File: src/rtl/bcd_countdown_timer.sv
// BCD mm:ss countdown timer with load/start/stop control and a tick-counted alarm.
// Digits and status flags are plain registers, so every output is glitch-free.
module bcd_countdown_timer #(
    parameter int unsigned ALARM_TICKS = 10
) (
    input  logic       clk,
    input  logic       cr,
    input  logic       tick,
    input  logic       load,
    input  logic [3:0] pre_m10,
    input  logic [3:0] pre_m1,
    input  logic [3:0] pre_s10,
    input  logic [3:0] pre_s1,
    input  logic       start,
    input  logic       stop,
    output logic [3:0] m10,
    output logic [3:0] m1,
    output logic [3:0] s10,
    output logic [3:0] s1,
    output logic       running,
    output logic       alarm,
    output logic       done
);

    typedef enum logic [1:0] {IDLE, RUN, PAUSE, EXPIRED} state_t;

    // Alarm leaves EXPIRED on the tick that would make the count reach ALARM_TICKS.
    localparam logic [7:0] ALARM_LAST = 8'(ALARM_TICKS - 1);

    state_t     state;
    logic [7:0] alarm_cnt;
    logic       count_zero;
    logic       last_sec;

    assign count_zero = (m10 == 4'd0) && (m1 == 4'd0) && (s10 == 4'd0) && (s1 == 4'd0);
    // The next decrement lands on 00:00.
    assign last_sec   = (m10 == 4'd0) && (m1 == 4'd0) && (s10 == 4'd0) && (s1 == 4'd1);

    // Out-of-range preset digits saturate to the digit's legal maximum.
    function automatic logic [3:0] clamp(input logic [3:0] d, input logic [3:0] mx);
        return (d > mx) ? mx : d;
    endfunction

    // Whole controller: priority cr > load > stop > start > tick, flags registered with state.
    always_ff @(posedge clk) begin
        if (!cr) begin
            state     <= IDLE;
            m10       <= 4'd0;
            m1        <= 4'd0;
            s10       <= 4'd0;
            s1        <= 4'd0;
            running   <= 1'b0;
            alarm     <= 1'b0;
            done      <= 1'b0;
            alarm_cnt <= 8'd0;
        end else begin
            done <= 1'b0;
            if (load) begin
                m10       <= clamp(pre_m10, 4'd5);
                m1        <= clamp(pre_m1, 4'd9);
                s10       <= clamp(pre_s10, 4'd5);
                s1        <= clamp(pre_s1, 4'd9);
                state     <= IDLE;
                running   <= 1'b0;
                alarm     <= 1'b0;
                alarm_cnt <= 8'd0;
            end else if (stop) begin
                // stop is consumed in every state; it only acts in RUN and EXPIRED
                if (state == RUN) begin
                    state   <= PAUSE;
                    running <= 1'b0;
                end else if (state == EXPIRED) begin
                    state     <= IDLE;
                    alarm     <= 1'b0;
                    alarm_cnt <= 8'd0;
                end
            end else if (start && (state == IDLE || state == PAUSE) && !count_zero) begin
                state   <= RUN;
                running <= 1'b1;
            end else if (tick) begin
                if (state == RUN) begin
                    // Borrow chain; a RUN count is never 00:00 so m10 cannot underflow.
                    if (s1 != 4'd0) begin
                        s1 <= s1 - 4'd1;
                    end else begin
                        s1 <= 4'd9;
                        if (s10 != 4'd0) begin
                            s10 <= s10 - 4'd1;
                        end else begin
                            s10 <= 4'd5;
                            if (m1 != 4'd0) begin
                                m1 <= m1 - 4'd1;
                            end else begin
                                m1  <= 4'd9;
                                m10 <= m10 - 4'd1;
                            end
                        end
                    end
                    if (last_sec) begin
                        state     <= EXPIRED;
                        running   <= 1'b0;
                        alarm     <= 1'b1;
                        done      <= 1'b1;
                        alarm_cnt <= 8'd0;
                    end
                end else if (state == EXPIRED) begin
                    if (alarm_cnt == ALARM_LAST) begin
                        state     <= IDLE;
                        alarm     <= 1'b0;
                        alarm_cnt <= 8'd0;
                    end else begin
                        alarm_cnt <= alarm_cnt + 8'd1;
                    end
                end
            end
        end
    end

endmodule

File: config.mk
export PLATFORM = sky130hd
export DESIGN_NAME = bcd_countdown_timer
export DESIGN_NICKNAME = d
export VERILOG_FILES = /design/src/rtl/bcd_countdown_timer.sv
export SDC_FILE = /design/constraint.sdc
export NUM_CORES = 1
export LEC_CHECK = 0
export CORE_MARGIN = 10
export CORE_UTILIZATION = 49
export CTS_CLUSTER_SIZE = 25
export DETAILED_ROUTE_END_ITERATION = 10
export PLACE_DENSITY = 0.79
export SLEW_MARGIN = 20
export SYNTH_ARGS = -nofsm -noshare
export SYNTH_HDL_FRONTEND = slang
export SYNTH_SLANG_ARGS = --single-unit
File: constraint.sdc
create_clock -name clk -period 2.4 [get_ports clk]
set_input_delay 0.48 -clock clk [delete_from_list [all_inputs] [get_ports clk]]
set_output_delay 0.48 -clock clk [all_outputs]
set_load 0.01 [all_outputs]
==> metrics.md, run 1 <==
| Metric | Value |
|---|---|
| Adder-Cell Fraction of Synth Area | 2.922% |
| Via count of the first global-routing pass | 1783 |
| Gr ovfl total | 0 |
| R2r startpoint | s10[0]$_SDFFE_PN0P_ |
| RSZ-0062 raised after global routing | no |
| Compound-Gate Fraction of Synth Area | 26.15% |
| Final Hold Viols | 0 |
| Core box area | 3363 sq um |
| Largest family of logic cells by synthesized area | simple AND/OR/NAND/NOR gates |
| Crit path required time | 2640 ps |
| Launch point of the critical path | stop |
| Post-Route WL | 4676 um |
| Most frequent cells in the layout | clkdlybuf4s50_1 (40), dfxtp_1 (29), o21ai_0 (14), a21oi_1 (14) |
| Hold slack | 490.6 ps |
| PortBufs | 40 |
| Clk slew on worst S/H paths | 90 ps |
| Final setup fails | 0 |
| IO Count | 41 |
| DIE WIDTH | 79.13 um |
| Critical path type | input pin to flop |
| Worst R2R End | m1[1]$_SDFFE_PN0P_ |
| # DRC | 0 |
| Main flop type after synthesis | dfxtp_1 |
| GRT Overall Usage | 15.01% |
| Storage cell area | 580.6 sq um |
| R2R cell count | 4 |
| Ant diodes | 0 |
| Final Skew | 7.645 ps |
| Share of layout cells above drive strength 1 | 10.94% |
| CTS tree | built |
| Worst Path Max Fanout | 7 |
| Routed len/inst | 15.48 um |
| Crit share post-route | 81.41% |
| Filler Cells Inserted | 303 |
| Placed cell count | 294 |
| Vias per Instance | 5.924 |
| Std-Cell Rows | 21 |
| Fin cells | 302 |
| Avg Inst Size Synth | 8.480 sq um |
| Dpl ws | 98.62 ps |
| Setup crit end kind | flop |
| YS warnings | 0 |
| Post-Synthesis Cells | 202 |
| CP Data Arrival Time | 2200 ps |
| Count of cell types in the netlist | 54 |
| CTS Root Cell | clkbuf_4 |
| Post_cts resized | 0 |
| Worst Slack Setup Final | 446.2 ps |
| Number of CTS-inserted buffers | 5 |
| Design area | 2283 sq um |
| HP Class | flop to flop |
| Clock sink count | 29 |
| P&R area growth vs syn | 33.31% |
| #FFs+latches synth | 29 |
| Die extent in y | 79.13 um |
| DRT iter0 DRCs | 152 |
| Max Fclk | 511.8 MHz |
| Max Cap Viol | 0 |
| Simple-gate share of the synthesized area | 28.56% |
| Multi-input gate area | 1072 sq um |
| Netlist Area Pre-Place | 1713 sq um |
| Initial antenna violation count | 0 |
| Pwr Density | 452.5 nW/um^2 |
| DR vias | 1789 |
| Largest net degree at the start of global routing | 13 |
| Slew headroom | 64.73% |
| CTS H-tree depth | 2 |
| Maximum clock path buffer count | 2 |
| 1st-pass router iterations | 4 |
| Crit path launch type | input pin |
| Setup slack, reg-to-reg | 510 ps |
| Final GP Congestion | 0.8619 |
| Xor/xnor share of the synthesized area | 2.557% |
| Global-route wire length before repair | 7769 um |
| Seq/Total Area, Yosys | 33.89% |
| Asr flop ratio synth | 0% |
| Fin. max-slew vios | 0 |
| VDD IR max | 0.2337 mV |
| Routed Antenna Nets | 0 |
| Die area | 6261 sq um |
| Clock Latency Late Sink | 340 ps |
| Mux share of post-synthesis cell area | 2.411% |
| Post-synth EDFFs | 0 |
| Syn nets | 228 |
| End of the critical path | m1[0]$_SDFFE_PN0P_ |
| Initial Utilization | 50.93% |
| Post-DP HPWL | 3643 um |
| Setup TNS | 0 ps |
| Outcome | finished clean |
| Hold Buf Count CTS | 0 |
| LEAKAGE | 0.7849 nW |
| Setup Buffers After CTS | 0 |
| Actual slew at the worst max-slew pin | 515.7 ps |
| Commonest non-fill, non-tap cell in the layout | clkdlybuf4s50_1 |
| Tmin final | 1954 ps |
| Placed Instance Area | 2235 sq um |
| Final net count | 281 |
## cell usage after synthesis, drive strengths merged (2+ instances only)
cell | n | area, sq um
and3 | 3 | 18.77
ha | 4 | 50.05
a41oi | 2 | 17.52
o22ai | 2 | 12.51
o211ai | 5 | 37.54
a21oi | 14 | 70.07
a2111oi | 3 | 32.53
o21ai | 14 | 70.07
nor2 | 13 | 48.80
o2111ai | 2 | 17.52
o21a | 3 | 22.52
nor4 | 5 | 43.79
nand2b | 2 | 12.51
nor3b | 3 | 22.52
or3 | 3 | 18.77
nor3 | 6 | 35.03
mux2i | 3 | 30.03
inv | 6 | 22.52
o2bb2ai | 3 | 26.28
clkbuf | 6 | 22.52
dfxtp | 29 | 580.6
o31ai | 2 | 15.01
a221oi | 2 | 17.52
a211oi | 3 | 22.52
xnor2 | 5 | 43.79
nor4b | 3 | 26.28
or4 | 8 | 67.56
nand4 | 5 | 31.28
nand3 | 8 | 40.04
nand2 | 13 | 48.80
nor2b | 3 | 18.77
## layer usage
layer | vias to the layer above | global-route usage, % | wire length, um
met1 | 828 | 17.02 | 2036
met2 | 57 | 24.14 | 2223
met3 | 6 | 5.743 | 342
met5 | - | 0 | 0
li1 | 898 | - | -
met4 | 0 | 7.348 | 72
## logic make-up after synthesis
kind of cell / count (synthesis)
xor+xnor: 5
simple gates: 81
mux: 4
fa+ha+maj: 4
flops: 29
buf+inv: 14
compound gates: 65
## layout make-up
class	count	share of cell area, %
sequential	29	25.42
tap	46	2.521
timing repair buffer	53	21.81
multi-input combinational	159	46.96
inverter	7	1.151
clock buffer	8	2.137
## state kept, by name (all words and copies together), names as in the netlist
| signal | cells |
|---|---|
| s10 | 4 |
| m1 | 4 |
| alarm | 1 |
| running | 1 |
| m10 | 4 |
| alarm_cnt | 8 |
| s1 | 4 |
| state | 2 |
| done | 1 |
## how the worst min path moves through the flow
stage | from | endpoint | slack (ps) | depth (start not counted)
floorplan | alarm_cnt[5]$_SDFFE_PP0P_ | alarm_cnt[5]$_SDFFE_PP0P_ | 490 | 1
global route | alarm$_SDFFE_PP0P_ | alarm$_SDFFE_PP0P_ | 560 | 2
detailed placement | alarm$_SDFFE_PP0P_ | alarm$_SDFFE_PP0P_ | 490 | 2
finish | alarm$_SDFFE_PP0P_ | alarm$_SDFFE_PP0P_ | 490 | 2
global placement | alarm$_SDFFE_PP0P_ | alarm$_SDFFE_PP0P_ | 470 | 2
CTS | alarm$_SDFFE_PP0P_ | alarm$_SDFFE_PP0P_ | 500 | 2
## power breakdown
part | internal (W) | switching [W]
sequential | 0.000498 | 0.0000284
combinational | 0.000118 | 0.0000972
clock | 0.000117 | 0.000175
total | 0.000733 | 0.000300
## per-stage QoR
stage | utilization [%] | total power (W)
CTS | 67.89 | 0.001037
global placement | 66.44 | 0.0007491
global route | 67.89 | 0.001080
floorplan | - | 0.0006402
detailed placement | 66.44 | 0.0007514
finish | 67.89 | 0.001033
## critical path, stage by stage
cell and delay [ps]:
clkdlybuf4s50_1 510, nand4bb_1 430, nor3_2 380, xnor2_1 100
a221oi_1 290
Power figures use the tool's default switching activity.
==> run 2: changes to the inputs <==
==> constraint.sdc (replaced) <==
create_clock -name clk -period 1.8 [get_ports clk]
set_input_delay 0.36 -clock clk [delete_from_list [all_inputs] [get_ports clk]]
set_output_delay 0.36 -clock clk [all_outputs]
set_load 0.01 [all_outputs]
==> run 2 against run 1 <==
  * Critical path depth fell by 1
  * Power rose by 45%
  * Register-to-register slack got worse by 490 ps
  * Cell count rose by 12%
  * Clock power rose by 43%
  * Highest routed layer unchanged
==> metrics.md, run 2 (synthesis gave the netlist of run 1 again) <==
| Metric | Value |
|---|---|
| Multi-input gate area | 1126 sq um |
| Filler Cells Inserted | 253 |
| Number of CTS-inserted buffers | 5 |
| Max reg flops | 8 |
| Std-Cell Rows | 21 |
| Worst Path Max Fanout | 3 |
| Setup TNS | 0 ps |
| Design area | 2646 sq um |
| Storage cell area | 598.1 sq um |
| Clock share of power | 27.9% |
| CP Data Arrival Time | 2060 ps |
| Die area | 6261 sq um |
| Placed Instance Area | 2506 sq um |
| Logic pwr share | 25.6% |
| DR vias | 2008 |
| Final Skew | 10.16 ps |
| Crit share post-route | 99.17% |
| LEAKAGE | 1.005 nW |
| Placed cell count | 330 |
| 1st-pass router iterations | 4 |
| Post-DP HPWL | 4157 um |
| Fin. max-slew vios | 0 |
| Final GP Congestion | 0.9123 |
| Sequential share of power | 46.6% |
| HP Class | flop to flop |
| Clock Latency Late Sink | 340 ps |
| Via count of the first global-routing pass | 1885 |
| Max Fclk | 560.2 MHz |
| # DRC | 0 |
| Crit path launch type | flop |
| RSZ-0062 raised after global routing | yes |
| Initial antenna violation count | 0 |
| Largest Register | alarm_cnt |
| Crit path required time | 2080 ps |
| Share of layout cells above drive strength 1 | 29.79% |
| CTS Root Cell | clkbuf_4 |
| Pwr Density | 564.2 nW/um^2 |
| Fin cells | 339 |
| P&R area growth vs syn | 54.49% |
| GRT Overall Usage | 16.91% |
| CTS H-tree depth | 2 |
| VDD IR max | 0.4411 mV |
| Final setup fails | 0 |
| Critical path type | flop to flop |
| Max Cap Viol | 0 |
| Largest net degree at the start of global routing | 12 |
| Clock sink count | 29 |
| DIE WIDTH | 79.13 um |
| Actual slew at the worst max-slew pin | 370.1 ps |
| Core box area | 3363 sq um |
| Final Hold Viols | 0 |
| Die extent in y | 79.13 um |
| Routed Antenna Nets | 0 |
| Clk slew on worst S/H paths | 100 ps |
| Vias per Instance | 5.923 |
| Hold Buf Count CTS | 0 |
| Dpl ws | -368.7 ps |
| Sw Share | 28.69% |
| Setup crit end kind | flop |
| Worst Slack Setup Final | 15.01 ps |
| IO Count | 41 |
| Most frequent cells in the layout | buf_4 (50), clkdlybuf4s50_1 (38), dfxtp_1 (17) |
| Total chip power | 0.001493 W |
| PortBufs | 40 |
| Initial Utilization | 50.93% |
| Maximum clock path buffer count | 2 |
| Int Power | 0.001065 W |
| Tmin final | 1785 ps |
| Post-Route WL | 5615 um |
| Gr ovfl total | 0 |
| Net Sw Power | 0.0004284 W |
| CTS tree | built |
| Global-route wire length before repair | 8749 um |
| Routed len/inst | 16.56 um |
| Slew headroom | 74.69% |
| Final net count | 318 |
| Commonest non-fill, non-tap cell in the layout | buf_4 |
| DRT iter0 DRCs | 247 |
| Outcome | finished clean |
## run 2: power by group through the flow
stage                     combinational [W]  sequential (W)  clock (W)
after global routing               0.000410        0.000699   0.000459
after CTS                          0.000361        0.000690   0.000423
after global placement             0.000350        0.000702          0
final                              0.000382        0.000695   0.000416
after detailed placement           0.000358        0.000703          0
after floorplan                    0.000140        0.000715          0
## run 2: repair_timing
action | 4_1_cts | 5_1_grt
buffers inserted | 0 | 1
pin swaps | 0 | 2
resized for setup | 3 | 22
endpoints found under the setup margin | 9 | 20
## run 2: worst max-delay path, stage by stage (launching register included)
cell and delay, ps:
dfxtp_2 330, or4_4 550, or4_4 420, or3_1 320, a21oi_1 120
## run 2: final cells by class
class                   count  area share [%]
diodes                      1         0.09456
inverters                   7          0.9929
flip-flops and latches     29           22.60
multi-input cells         159           42.55
clock buffers               7           2.080
repair buffers             90           29.50
well taps                  46           2.175
## run 2: routing by layer
layer | share of wire [%] | wire (um) | global-route usage [%] | vias up
met5 | 0 | 0 | 0 | -
met4 | 3.6 | 204 | 8.244 | 0
met3 | 7.2 | 405 | 4.054 | 18
met2 | 46 | 2585 | 28.38 | 82
met1 | 43 | 2420 | 19.65 | 933
li1 | - | - | - | 975
## run 2: worst paths after layout
check	start	end	slack, ps	cells past startpoint
worst max-delay path	m1[0]$_SDFFE_PN0P_	m10[3]$_SDFFE_PN0P_	20	4
worst min-delay path	alarm_cnt[1]$_SDFFE_PP0P_	alarm_cnt[1]$_SDFFE_PP0P_	500	2
worst max register to register	m1[0]$_SDFFE_PN0P_	m10[3]$_SDFFE_PN0P_	20	4
worst min register to register	alarm_cnt[1]$_SDFFE_PP0P_	alarm_cnt[1]$_SDFFE_PP0P_	500	2
## run 2: per-stage QoR
step,util [%],hold slack [ps]
floorplan,-,469.0
global placement,74.52,464.8
detailed placement,74.52,470.4
CTS,76.41,483.5
global route,78.61,524.4
finish,78.68,503.2
